[config.mk]
export PLATFORM = sky130hd
export DESIGN_NAME = pack_crosshair_flat
export DESIGN_NICKNAME = d
export VERILOG_FILES = /design/src/rtl/pack_pkg.sv /design/src/rtl/pack_crosshair_if.sv /design/src/rtl/pack_frame_tick.sv /design/src/rtl/pack_crosshair.sv /design/src/flat_wrapper.sv
export SDC_FILE = /design/constraint.sdc
export NUM_CORES = 1
export LEC_CHECK = 0
export BUFFER_PORTS_ARGS = -buffer_cell sky130_fd_sc_hd__buf_2
export CAP_MARGIN = 5
export CORE_UTILIZATION = 40
export DETAILED_ROUTE_END_ITERATION = 10
export GPL_ROUTABILITY_DRIVEN = 0
export PLACE_DENSITY_LB_ADDON = 0.05
export SLEW_MARGIN = 20
export SYNTH_ARGS = -nofsm -noshare
export SYNTH_HDL_FRONTEND = slang
export SYNTH_HIERARCHICAL = 1
export SYNTH_SLANG_ARGS = --single-unit
[constraint.sdc]
create_clock -name clk -period 3.8 [get_ports clk]
set_input_delay 0.76 -clock clk [delete_from_list [all_inputs] [get_ports clk]]
set_output_delay 0.76 -clock clk [all_outputs]
set_load 0.01 [all_outputs]
[src/rtl/pack_pkg.sv]
// Shared video-pack definitions for the pack pipeline stages.
package pack_pkg;

  localparam int unsigned PACK_W = 50;
  localparam int unsigned X_W    = 12;
  localparam int unsigned Y_W    = 11;
  localparam int unsigned RGB_W  = 24;

  typedef struct packed {
    logic             vs;
    logic             hs;
    logic             de;
    logic [RGB_W-1:0] rgb;
    logic [X_W-1:0]   x;
    logic [Y_W-1:0]   y;
  } video_pack_t;

  typedef enum logic [0:0] {
    StIdle,
    StLocked
  } xhair_state_e;

endpackage

[src/rtl/pack_crosshair_if.sv]
// Pack/target bundle for the crosshair overlay stage.
interface pack_crosshair_if;
  import pack_pkg::*;

  video_pack_t    i_pack;
  logic           i_tgt_valid;
  logic [X_W-1:0] i_tgt_x;
  logic [Y_W-1:0] i_tgt_y;
  video_pack_t    o_pack;
  logic           o_locked;

  // Upstream driver / downstream observer side.
  modport master (
    output i_pack, i_tgt_valid, i_tgt_x, i_tgt_y,
    input  o_pack, o_locked
  );

  // Overlay stage side.
  modport slave (
    input  i_pack, i_tgt_valid, i_tgt_x, i_tgt_y,
    output o_pack, o_locked
  );

endinterface

[src/rtl/pack_frame_tick.sv]
// Frame-start detector: one-cycle strobe on a rising edge of vs.
module pack_frame_tick (
  input  logic clk,
  input  logic rst,
  input  logic vs,
  output logic tick
);

  logic vs_q;

  // vs history; cleared on reset so a high vs right after reset counts as a tick.
  always_ff @(posedge clk) begin
    if (rst) vs_q <= 1'b0;
    else     vs_q <= vs;
  end

  assign tick = vs & ~vs_q;

endmodule

[src/rtl/pack_crosshair.sv]
// Crosshair overlay stage: draws a crosshair at the latest detector target,
// committing new targets only at frame starts and dropping the lock after
// LOST_FRAMES frames without a target. Output is the overlaid pack, 1 clk late.
// Optional: define PACK_CROSSHAIR_BLINK_EN to blink the crosshair once the
// target is half-way stale.
module pack_crosshair
  import pack_pkg::*;
#(
  parameter int unsigned      ARM_LEN     = 16,
  parameter int unsigned      THICK       = 1,
  parameter logic [RGB_W-1:0] COLOR       = 24'hFF0000,
  parameter int unsigned      LOST_FRAMES = 30
) (
  input logic             clk,
  input logic             rst,
  pack_crosshair_if.slave bus
);

  localparam logic [12:0] ArmLim   = 13'(ARM_LEN);
  localparam logic [12:0] ThickLim = 13'(THICK);
  localparam logic [7:0]  LostCnt  = 8'(LOST_FRAMES);

  xhair_state_e   state_q, state_d;
  logic           pend_q, pend_d;
  logic [X_W-1:0] pend_x_q, pend_x_d, act_x_q, act_x_d;
  logic [Y_W-1:0] pend_y_q, pend_y_d, act_y_q, act_y_d;
  logic [7:0]     cnt_q, cnt_d;
  video_pack_t    out_q, ovl;
  logic           tick;

  pack_frame_tick u_frame_tick (
    .clk  (clk),
    .rst  (rst),
    .vs   (bus.i_pack.vs),
    .tick (tick)
  );

  // State, target and miss-counter registers.
  always_ff @(posedge clk) begin
    if (rst) begin
      state_q  <= StIdle;
      pend_q   <= 1'b0;
      pend_x_q <= '0;
      pend_y_q <= '0;
      act_x_q  <= '0;
      act_y_q  <= '0;
      cnt_q    <= '0;
    end else begin
      state_q  <= state_d;
      pend_q   <= pend_d;
      pend_x_q <= pend_x_d;
      pend_y_q <= pend_y_d;
      act_x_q  <= act_x_d;
      act_y_q  <= act_y_d;
      cnt_q    <= cnt_d;
    end
  end

  // Target capture, frame-boundary commit and loss counting.
  always_comb begin
    state_d  = state_q;
    pend_d   = pend_q;
    pend_x_d = pend_x_q;
    pend_y_d = pend_y_q;
    act_x_d  = act_x_q;
    act_y_d  = act_y_q;
    cnt_d    = cnt_q;

    if (bus.i_tgt_valid) begin
      pend_d   = 1'b1;
      pend_x_d = bus.i_tgt_x;
      pend_y_d = bus.i_tgt_y;
    end

    if (tick) begin
      if (bus.i_tgt_valid) begin
        // A strobe on the tick itself wins and skips the pending stage.
        act_x_d = bus.i_tgt_x;
        act_y_d = bus.i_tgt_y;
        pend_d  = 1'b0;
        cnt_d   = '0;
        state_d = StLocked;
      end else if (pend_q) begin
        act_x_d = pend_x_q;
        act_y_d = pend_y_q;
        pend_d  = 1'b0;
        cnt_d   = '0;
        state_d = StLocked;
      end else if (state_q == StLocked) begin
        cnt_d = cnt_q + 8'd1;
        if (cnt_d == LostCnt) state_d = StIdle;
      end
    end
  end

  logic signed [12:0] dx, dy;
  logic        [12:0] adx, ady;
  logic               on_arm, blink_on;

`ifdef PACK_CROSSHAIR_BLINK_EN
  localparam logic [7:0] HalfCnt = 8'(LOST_FRAMES / 2);
  assign blink_on = (cnt_q < HalfCnt) || cnt_q[1];
`else
  assign blink_on = 1'b1;
`endif

  // Pixel hit test against the active coordinate; no wrap at screen edges.
  always_comb begin
    dx     = $signed({1'b0, bus.i_pack.x}) - $signed({1'b0, act_x_q});
    dy     = $signed({2'b00, bus.i_pack.y}) - $signed({2'b00, act_y_q});
    adx    = dx[12] ? 13'(-dx) : dx;
    ady    = dy[12] ? 13'(-dy) : dy;
    on_arm = ((adx <= ArmLim) && (ady < ThickLim)) ||
             ((ady <= ArmLim) && (adx < ThickLim));
    ovl    = bus.i_pack;
    if ((state_q == StLocked) && blink_on && bus.i_pack.de && on_arm) ovl.rgb = COLOR;
  end

  // One-cycle output register.
  always_ff @(posedge clk) begin
    if (rst) out_q <= '0;
    else     out_q <= ovl;
  end

  assign bus.o_pack   = out_q;
  assign bus.o_locked = (state_q == StLocked);

endmodule

[src/flat_wrapper.sv]
// flat-port wrapper written by rule: the top's interface ports become plain ports
module pack_crosshair_flat import pack_pkg::*;
#(
  parameter int unsigned      ARM_LEN     = 16,
  parameter int unsigned      THICK       = 1,
  parameter logic [RGB_W-1:0] COLOR       = 24'hFF0000,
  parameter int unsigned      LOST_FRAMES = 30
)
  (clk, rst, bus_i_pack, bus_i_tgt_valid, bus_i_tgt_x, bus_i_tgt_y, bus_o_pack, bus_o_locked);
  pack_crosshair_if bus_i ();
  input logic clk;
  input logic rst;
  input wire logic [$bits(bus_i.i_pack)-1:0] bus_i_pack;
  input wire logic [$bits(bus_i.i_tgt_valid)-1:0] bus_i_tgt_valid;
  input wire logic [$bits(bus_i.i_tgt_x)-1:0] bus_i_tgt_x;
  input wire logic [$bits(bus_i.i_tgt_y)-1:0] bus_i_tgt_y;
  output wire logic [$bits(bus_i.o_pack)-1:0] bus_o_pack;
  output wire logic [$bits(bus_i.o_locked)-1:0] bus_o_locked;
  assign bus_i.i_pack = bus_i_pack;
  assign bus_i.i_tgt_valid = bus_i_tgt_valid;
  assign bus_i.i_tgt_x = bus_i_tgt_x;
  assign bus_i.i_tgt_y = bus_i_tgt_y;
  assign bus_o_pack = bus_i.o_pack;
  assign bus_o_locked = bus_i.o_locked;
  pack_crosshair #(.ARM_LEN(ARM_LEN), .THICK(THICK), .COLOR(COLOR), .LOST_FRAMES(LOST_FRAMES)) u_core (.clk(clk), .rst(rst), .bus(bus_i));
endmodule
==> flow_summary.ini, run 1 <==
[timing]
rsz0062_at_grt = no
fmaxAchievable_mhz = 274
worstMarginPinSlew_ns = 0.676
slew_headroom_pct = 55.0
period_needed_ns = 3.64
fin_worst_skew_ns = 0.00570
slew_viol_final = 0
finalHoldViolations = 0
setup_violations = 0
period_share_pct = 95.9
setup_ws_ns = 0.155

[clock_tree]
clockBufferDepth = 2
clk_root_buffer_cell = clkbuf_16
holdBufCountCts = 0
h-tree-depth = 3
post_cts_buffers = 0
post_cts_resized = 0
cts_sinks = 107
path_clk_slew_ns = 0.07
clock_latency_ns = 0.35
cts-buffers-inserted = 9
cts_tree = done

[placement]
dp_hpwl_um = 10800
numPortBuffers = 126
pre_cts_slack_ns = -0.299

[routing]
drt_first_pass_iters = 4
wire_per_inst_um = 14.2
postRouteAntennaNets = 0
wl_um = 14000
drc = 0
avgViaCountPerCell = 5.07
detail_route.iter0.violations = 242
via_count = 5007

[pwr]
powerDensity_nw_per_um2 = 424
finalPower_mw = 3.08
irDropWorstVdd_uv = 342
leakagePower_nw = 3.20

[floorplanning]
die_h_um = 120
placementRows = 42
fp.dieW_um = 120
start_util_pct = 41.6
die_area_um2 = 14400
design.core.area_um2 = 13400
pin_count = 127

[critical_path]
cp_slowest_cell = fa_2
r2r_slack_ns = 0.28
required_ns = 4.04
path_common_cell = inv_2
crit_path_max_incr_delay_ns = 0.41
crit_chain = buf_2 > inv_2 > ha_2 > inv_2 > fa_2 > a21o_1 > a221oi_4 > xnor2_1 > mux2_2 > nor3_1 > o2111ai_1 > buf_4 > nor4_4 > buf_12 > a21oi_1
crit_path_end_kind = register
start_kind = input port
path_class = in2reg
arrival_ns = 3.89
cp_max_fo = 16

[global_route]
track_usage_pct = 20.0
grt_overflow = 0
grt_pass1_vias = 4830
antenna_found_initial = 0
grt_pass1_wl_um = 22700
grt_max_degree = 66

[cells_and_area]
mostFrequentLayoutCell = buf_2
n_antenna_cell = 0
num-fill-cells = 1263
area_delta_synth_final_pct = 30.3
final_cell_mix = buf_2, dfxtp_1, nor2_1
nNetsFinal = 912
drive_gt1_share_pct = 31.4

[synth]
async_reset_ff_share_pct = 0
synth_area_leaders = dfxtp_1, ha_1, nor2_1, mux2i_1, a211oi_1
synth_flop_cell = dfxtp_1
seq_area_frac_synth_pct = 38.4
synth_top_area_share_pct = 38.4
syn_avg_cell_area_um2 = 8.78
synth.largest_area_cell = dfxtp_1
yosys_warnings = 6
synth_cell_types = 67
synth-edff-count = 0
synth_nets = 740
ys_seq_elements = 107
syn_area_um2 = 5580
syn_inst = 635

[run_status]
status = completed

[min_path]
min_path_type = reg2reg

[job]
max_cap_violations = 0
==> report_power, final <==
| group | leakage [nW] | switching (mW) | internal, mW | total (mW) |
|---|---|---|---|---|
| sequential | 0.885 | 0.0246 | 1.18 | 1.21 |
| clock | 0.155 | 0.455 | 0.529 | 0.984 |
| combinational | 2.16 | 0.467 | 0.423 | 0.890 |
| total | 3.20 | 0.947 | 2.14 | 3.08 |
==> cells by family (layout without fill, tap and decap cells) <==
| kind of cell | count (synthesis) | after routing | share of synthesized area [%] |
|---|---|---|---|
| AO/OA/AOI/OAI | 155 | 155 | 19.9 |
| XOR/XNOR | 18 | 18 | 2.83 |
| adder cells (fa/ha/maj) | 29 | 29 | 6.77 |
| buffers and inverters | 70 | 247 | 4.89 |
| flip-flops | 107 | 107 | 38.4 |
| multiplexers | 28 | 28 | 5.07 |
| AND/OR/NAND/NOR | 228 | 228 | 22.1 |
==> path summary, 6_finish.rpt <==
kind	to	cells past startpoint	start
hold / removal	u_core/pend_y_q[5]$_SDFFE_PP0P_	2	u_core/pend_y_q[5]$_SDFFE_PP0P_
hold reg to reg	u_core/pend_y_q[5]$_SDFFE_PP0P_	2	u_core/pend_y_q[5]$_SDFFE_PP0P_
setup / recovery	u_core/bus.o_pack[25]$_SDFF_PP0_	15	bus_i_pack[0]
setup reg to reg	u_core/bus.o_pack[25]$_SDFF_PP0_	13	u_core/act_y_q[0]$_SDFFE_PP0P_
==> sequential cells by signal, indices dropped and copies added, names as in the netlist <==
register                  cells
u_core/bus.o_locked           1
u_core/act_x_q               12
u_core/u_frame_tick/vs_q      1
u_core/bus.o_pack            50
u_core/act_y_q               11
u_core/cnt_q                  8
u_core/pend_y_q              11
u_core/pend_x_q              12
u_core/pend_q                 1
==> cell usage after synthesis, types with 3 or more instances <==
master     count
nor3b_1        3
nand3b_1       5
or4_4          3
o211ai_1       7
nand3_1       17
nand2_1       21
nand2b_1      20
xor2_1         8
clkbuf_1      24
and2_1         8
nand4_1        3
xnor2_1       10
mux2i_1       26
a211oi_1      29
nor3_1        14
buf_1          4
o2111ai_1      6
o22ai_2        8
a21oi_1       39
nor4_1         4
a22oi_1        3
ha_1          27
nor2b_1       27
inv_1         39
or3_1         11
nor2_1        74
a21o_1         9
and3_1         5
o21ai_0       21
dfxtp_1      107
o21a_1         6
==> metrics by stage <==
step / std cells / TNS, ns / utilization (%) / instance area, µm² / hold WS, ns
after floorplan: 635 / 0 / - / 5670 / 0.456
final: 988 / 0 / 54.2 / 7270 / 0.490
after global placement: 972 / -5.32 / 51.6 / 6910 / 0.472
after global routing: 988 / 0 / 54.2 / 7270 / 0.524
after detailed placement: 972 / -6.56 / 51.6 / 6910 / 0.476
after CTS: 988 / 0 / 54.0 / 7230 / 0.494
==> worst max-delay path, delay by kind of cell <==
| kind | cells | cell delay [ns] |
|---|---|---|
| AOI/OAI and AO/OA | 4 | 0.85 |
| adders and majority gates | 2 | 0.60 |
| buffers and inverters | 5 | 0.56 |
| and+or+nand+nor | 2 | 0.47 |
| muxes | 1 | 0.38 |
| xor gates and xnor gates | 1 | 0.26 |
==> final cells by class <==
cell class                 instances  area [µm²]  share of cell area (%)
tap                              176         220                    3.03
clock buffer                       9         225                    3.10
clock inverter                     7        92.6                    1.27
multi-input combinational        458        3290                    45.2
inverter                          39         146                    2.01
sequential                       107        2140                    29.5
timing repair buffer             192        1150                    15.9
==> layer usage <==
layer,wire [µm],share of wire [%],track usage (%),vias to the layer above
met2,7060,50,36.4,110
met4,430,3.1,8.75,0
met1,6040,43,22.2,2271
li1,-,-,-,2599
met5,0,0,0,-
met3,517,3.7,4.33,27
Power figures use the tool's default switching activity.
==> run 2, diff against run 1 <==
--- a/config.mk
+++ b/config.mk
@@ -11,6 +11,7 @@
 export DETAILED_ROUTE_END_ITERATION = 10
 export GPL_ROUTABILITY_DRIVEN = 0
 export PLACE_DENSITY_LB_ADDON = 0.05
+export REMOVE_ABC_BUFFERS = 1
 export SLEW_MARGIN = 20
 export SYNTH_ARGS = -nofsm -noshare
 export SYNTH_HDL_FRONTEND = slang
==> run 2 against run 1 <==
Against the previous run:
- sequential share of layout area increased by 0.12 points
- critical path depth decreased by 4
- global-route usage decreased by 1.1 points
- largest power group unchanged
- via count increased by 0.82%
- clock skew increased by 0.0040 ns
- clock power decreased by 6.7%
- cell area decreased by 0.40%
- critical path type unchanged
- fmax increased by 0.15%
- die area unchanged
- first-iteration DRC count decreased by 0.83%
- non-clock buffer count increased by 9
- hold slack improved by 0.00064 ns
==> flow_summary.ini, run 2 (synthesis results as in run 1) <==
[clock_tree]
holdBufCountCts = 0
post_cts_buffers = 0
cts-buffers-inserted = 9
clk_root_buffer_cell = clkbuf_16
cts_sinks = 107
clock_latency_ns = 0.35
path_clk_slew_ns = 0.06
clockBufferDepth = 2
h-tree-depth = 3
cts_tree = done

[critical_path]
path_class = in2reg
required_ns = 4.01
cp_slowest_cell = or4_4
cp_top_family = simple AND/OR/NAND/NOR gates
crit_chain = buf_2 > ha_1 > nor2b_1 > o2111a_1 > or4_4 > and3_4 > or4_4 > mux2i_1 > a311oi_1 > or4_4 > o22ai_2
worst-path-buf-inv = 1
arrival_ns = 3.85
cp_max_fo = 8
crit_path_end_kind = register
crit_path_max_incr_delay_ns = 0.57
start_kind = input port
path_common_cell = or4_4

[global_route]
grt_max_degree = 53
antenna_found_initial = 0
track_usage_pct = 18.9
grt_pass1_wl_um = 22100
grt_overflow = 0
grt_pass1_vias = 4768

[routing]
postRouteAntennaNets = 0
drt_first_pass_iters = 4
via_count = 5048
avgViaCountPerCell = 5.06
drc = 0
wire_per_inst_um = 13.2
detail_route.iter0.violations = 240
wl_um = 13200

[pwr]
finalPower_mw = 2.99
powerDensity_nw_per_um2 = 413
irDropWorstVdd_uv = 171
leakagePower_nw = 3.22

[timing]
setup_tns_ns = 0
fin_worst_skew_ns = 0.00970
period_share_pct = 95.8
slew_headroom_pct = 56.7
slew_viol_final = 0
worstMarginPinSlew_ns = 0.646
fmaxAchievable_mhz = 275
finalHoldViolations = 0
setup_violations = 0
setup_ws_ns = 0.161
period_needed_ns = 3.64

[placement]
dp_hpwl_um = 10200
pre_cts_slack_ns = -0.362
numPortBuffers = 126

[run_status]
status = completed

[floorplanning]
pin_count = 127
fp.dieW_um = 120
die_h_um = 120
start_util_pct = 41.6
design.core.area_um2 = 13400
placementRows = 42
die_area_um2 = 14400

[cells_and_area]
drive_gt1_share_pct = 30.5
mostFrequentLayoutCell = buf_2
nNetsFinal = 921
area_delta_synth_final_pct = 29.7
largest_reg_flops = 50
final_cell_mix = buf_2, dfxtp_1, buf_4
fin_util_pct = 54.0
n_antenna_cell = 0

[job]
max_cap_violations = 0

[min_path]
min_path_type = reg2reg
[run 2: cell types whose count changed in the layout (fill, tap and decap cells not counted), moves of 3 or more]
cell	before	now
clkbuf_1	0	4
buf_4	65	75
inv_1	36	39
inv_2	3	0
[run 2: timing repair]
action	in CTS	in global routing
gates resized for setup	0	12
endpoints found under the hold margin	0	0
setup endpoints to repair	0	11
[run 2: final timing paths]
path	from	end	slack, ns	cells after the start
worst max-delay path	bus_i_pack[1]	u_core/bus.o_pack[44]$_SDFF_PP0_	0.16	11
worst min-delay path	u_core/pend_y_q[0]$_SDFFE_PP0P_	u_core/pend_y_q[0]$_SDFFE_PP0P_	0.49	2
worst max register to register	u_core/act_y_q[1]$_SDFFE_PP0P_	u_core/bus.o_pack[44]$_SDFF_PP0_	0.28	11
worst min register to register	u_core/pend_y_q[0]$_SDFFE_PP0P_	u_core/pend_y_q[0]$_SDFFE_PP0P_	0.49	2
[run 2: routing by layer]
| layer | track usage (%) | wire, µm |
|---|---|---|
| met5 | 0 | 0 |
| met4 | 7.34 | 201 |
| met3 | 3.18 | 753 |
| met2 | 29.8 | 5700 |
| met1 | 25.6 | 6510 |
[run 2: where the power goes]
part	leakage, nW	internal [mW]	total, mW	switching [mW]
clock	0.141	0.529	0.918	0.389
sequential	0.885	1.18	1.21	0.0223
combinational	2.20	0.416	0.867	0.451
[run 2: metrics by stage]
step | hold slack, ns | cells | area, µm²
2_1_floorplan | 0.456 | 604 | 5450
3_3_place_gp | 0.468 | 981 | 6890
3_5_place_dp | 0.476 | 981 | 6890
4_1_cts | 0.495 | 997 | 7180
5_1_grt | 0.517 | 997 | 7240
6_report | 0.490 | 997 | 7240
[run 2: final cells by class]
| cell class | count | area, µm² |
|---|---|---|
| Fill cell | 1307 | 6160 |
| Multi-Input combinational cell | 458 | 3230 |
| Sequential cell | 107 | 2140 |
| Timing Repair Buffer | 201 | 1210 |
| Clock buffer | 14 | 254 |
| Tap cell | 176 | 220 |
| Inverter | 39 | 146 |
| Clock inverter | 2 | 35.0 |
[run 2: worst min-delay path, cell delays in order (launching register included)]
cell     delay, ns
dfxtp_1       0.31
mux2i_1       0.07
nor2_1        0.08
==> run 3, diff against run 2 <==
--- a/config.mk
+++ b/config.mk
@@ -8,6 +8,7 @@
 export BUFFER_PORTS_ARGS = -buffer_cell sky130_fd_sc_hd__buf_2
 export CAP_MARGIN = 5
 export CORE_UTILIZATION = 40
+export CTS_BUF_LIST = sky130_fd_sc_hd__clkbuf_4
 export DETAILED_ROUTE_END_ITERATION = 10
 export GPL_ROUTABILITY_DRIVEN = 0
 export PLACE_DENSITY_LB_ADDON = 0.05
==> run 3 against run 2 <==
Against the previous run:
- wire length down 0.32%
- flip-flop and latch count unchanged
- count of clock-buffer cells in the layout is 1 lower
- sequential power about the same
- final cell count grew 0.20%
- critical endpoint unchanged
- largest power group unchanged
==> flow_summary.ini, run 3 (synthesis results as in run 1) <==
[routing]
detail_route.iter0.violations = 245
drc = 0
via_count = 5037
wire_per_inst_um = 13.1
wl_um = 13100
drt_first_pass_iters = 4
avgViaCountPerCell = 5.04
postRouteAntennaNets = 0

[timing]
worstMarginPinSlew_ns = 0.666
slew_viol_final = 0
slew_headroom_pct = 55.3
fmaxAchievable_mhz = 278
rsz0062_at_grt = no
period_share_pct = 94.5
period_needed_ns = 3.59
fin_worst_skew_ns = 0.0205
finalHoldViolations = 0
setup_violations = 0

[placement]
numPortBuffers = 126
dp_hpwl_um = 10200

[global_route]
grt_max_degree = 53
grt_pass1_vias = 4760
grt_overflow = 0
grt_pass1_wl_um = 22100
antenna_found_initial = 1
track_usage_pct = 19.0

[clock_tree]
cts_sinks = 107
path_clk_slew_ns = 0.15
cts-buffers-inserted = 9
clockBufferDepth = 2
cts_tree = done
post_cts_buffers = 0
clk_root_buffer_cell = clkbuf_4
h-tree-depth = 3
clock_latency_ns = 0.48

[critical_path]
arrival_ns = 3.99
r2r-end = u_core/bus.o_pack[44]$_SDFF_PP0_
crit_path_end_kind = register
critical_path.startpoint = u_core/act_y_q[1]$_SDFFE_PP0P_
r2r_slack_ns = 0.21
required_ns = 4.20
start_kind = register
r2r-start = u_core/act_y_q[1]$_SDFFE_PP0P_
ff2ff_path_depth = 11
cp_max_fo = 8
path_class = reg2reg

[pwr]
irDropWorstVdd_uv = 196
powerDensity_nw_per_um2 = 374
leakagePower_nw = 3.16
finalPower_mw = 2.63

[cells_and_area]
fin_util_pct = 52.5
final_cell_mix = buf_2, dfxtp_1, buf_4
num-fill-cells = 1330
nNetsFinal = 921
largest_reg_flops = 50
drive_gt1_share_pct = 29.5
mostFrequentLayoutCell = buf_2
area_delta_synth_final_pct = 26.1

[floorplanning]
design.core.area_um2 = 13400
die_h_um = 120
placementRows = 42
start_util_pct = 41.6
fp.dieW_um = 120
pin_count = 127
die_area_um2 = 14400

[job]
max_cap_violations = 0

[min_path]
min_from = bus_i_pack[48]
whs_endpoint = u_core/bus.o_pack[48]$_SDFF_PP0_
min_path_type = in2reg
holdPathStages = 2

[run_status]
status = completed
==> run 3: layer usage <==
metal | GRT usage, % | share of wire (%) | vias up
met3 | 3.61 | 5.8 | 7
met1 | 25.4 | 49 | 2278
met4 | 7.58 | 0.94 | 0
met5 | 0 | 0 | -
met2 | 29.8 | 44 | 136
li1 | - | - | 2616
==> run 3: final cells by class <==
type / instances / area (µm²) / area share, %
Multi-Input combinational cell: 458 / 3180 / 45.1
Sequential cell: 107 / 2140 / 30.5
Timing Repair Buffer: 201 / 1210 / 17.2
Tap cell: 176 / 220 / 3.13
Inverter: 39 / 146 / 2.08
Clock buffer: 13 / 97.6 / 1.39
Clock inverter: 3 / 38.8 / 0.551
Antenna cell: 2 / 5.00 / 0.0711
==> run 3: critical path, cell delays in order (launching register included) <==
cell and delay [ns]:
dfxtp_1 0.37, inv_1 0.08, ha_1 0.29, nor2b_1 0.15, o2111a_1 0.26, or4_4 0.42
and3_4 0.18, or4_4 0.57, o311ai_4 0.31, nand3_2 0.13, or4_4 0.63, o22ai_2 0.13
==> run 3: how the worst max path moves through the flow <==
| stage | cells after the start | endpoint | slack, ns |
|---|---|---|---|
| 5_1_grt | 14 | u_core/bus.o_pack[44]$_SDFF_PP0_ | 0.07 |
| 3_5_place_dp | 14 | u_core/bus.o_pack[44]$_SDFF_PP0_ | -0.36 |
| 2_1_floorplan | 12 | u_core/bus.o_pack[23]$_SDFF_PP0_ | -0.27 |
| 3_3_place_gp | 14 | u_core/bus.o_pack[42]$_SDFF_PP0_ | -0.31 |
| 4_1_cts | 14 | u_core/bus.o_pack[44]$_SDFF_PP0_ | 0.16 |
| 6_report | 11 | u_core/bus.o_pack[44]$_SDFF_PP0_ | 0.21 |
==> run 3: report_power, final <==
group          switching (mW)  leakage, nW  internal, mW
Sequential             0.0222        0.885          1.18
Clock                   0.348       0.0794         0.228
Combinational           0.440         2.19         0.410
Total                   0.810         3.16          1.82
==> run 3: through the flow <==
step | hold slack (ns) | setup slack, ns | cells | cell area [µm²] | TNS [ns]
2_1_floorplan | 0.456 | -0.265 | 604 | 5450 | -5.64
3_3_place_gp | 0.468 | -0.305 | 981 | 6890 | -3.46
3_5_place_dp | 0.476 | -0.362 | 981 | 6890 | -5.05
4_1_cts | 0.455 | 0.161 | 997 | 7020 | 0
5_1_grt | 0.474 | 0.0697 | 999 | 7030 | 0
6_report | 0.490 | 0.208 | 999 | 7030 | 0
==> run 3: what timing repair did <==
| item | in CTS | in global routing |
|---|---|---|
| hold buffers | 0 | 0 |
| setup endpoints to repair | 0 | 8 |
| gates resized for setup | 0 | 1 |
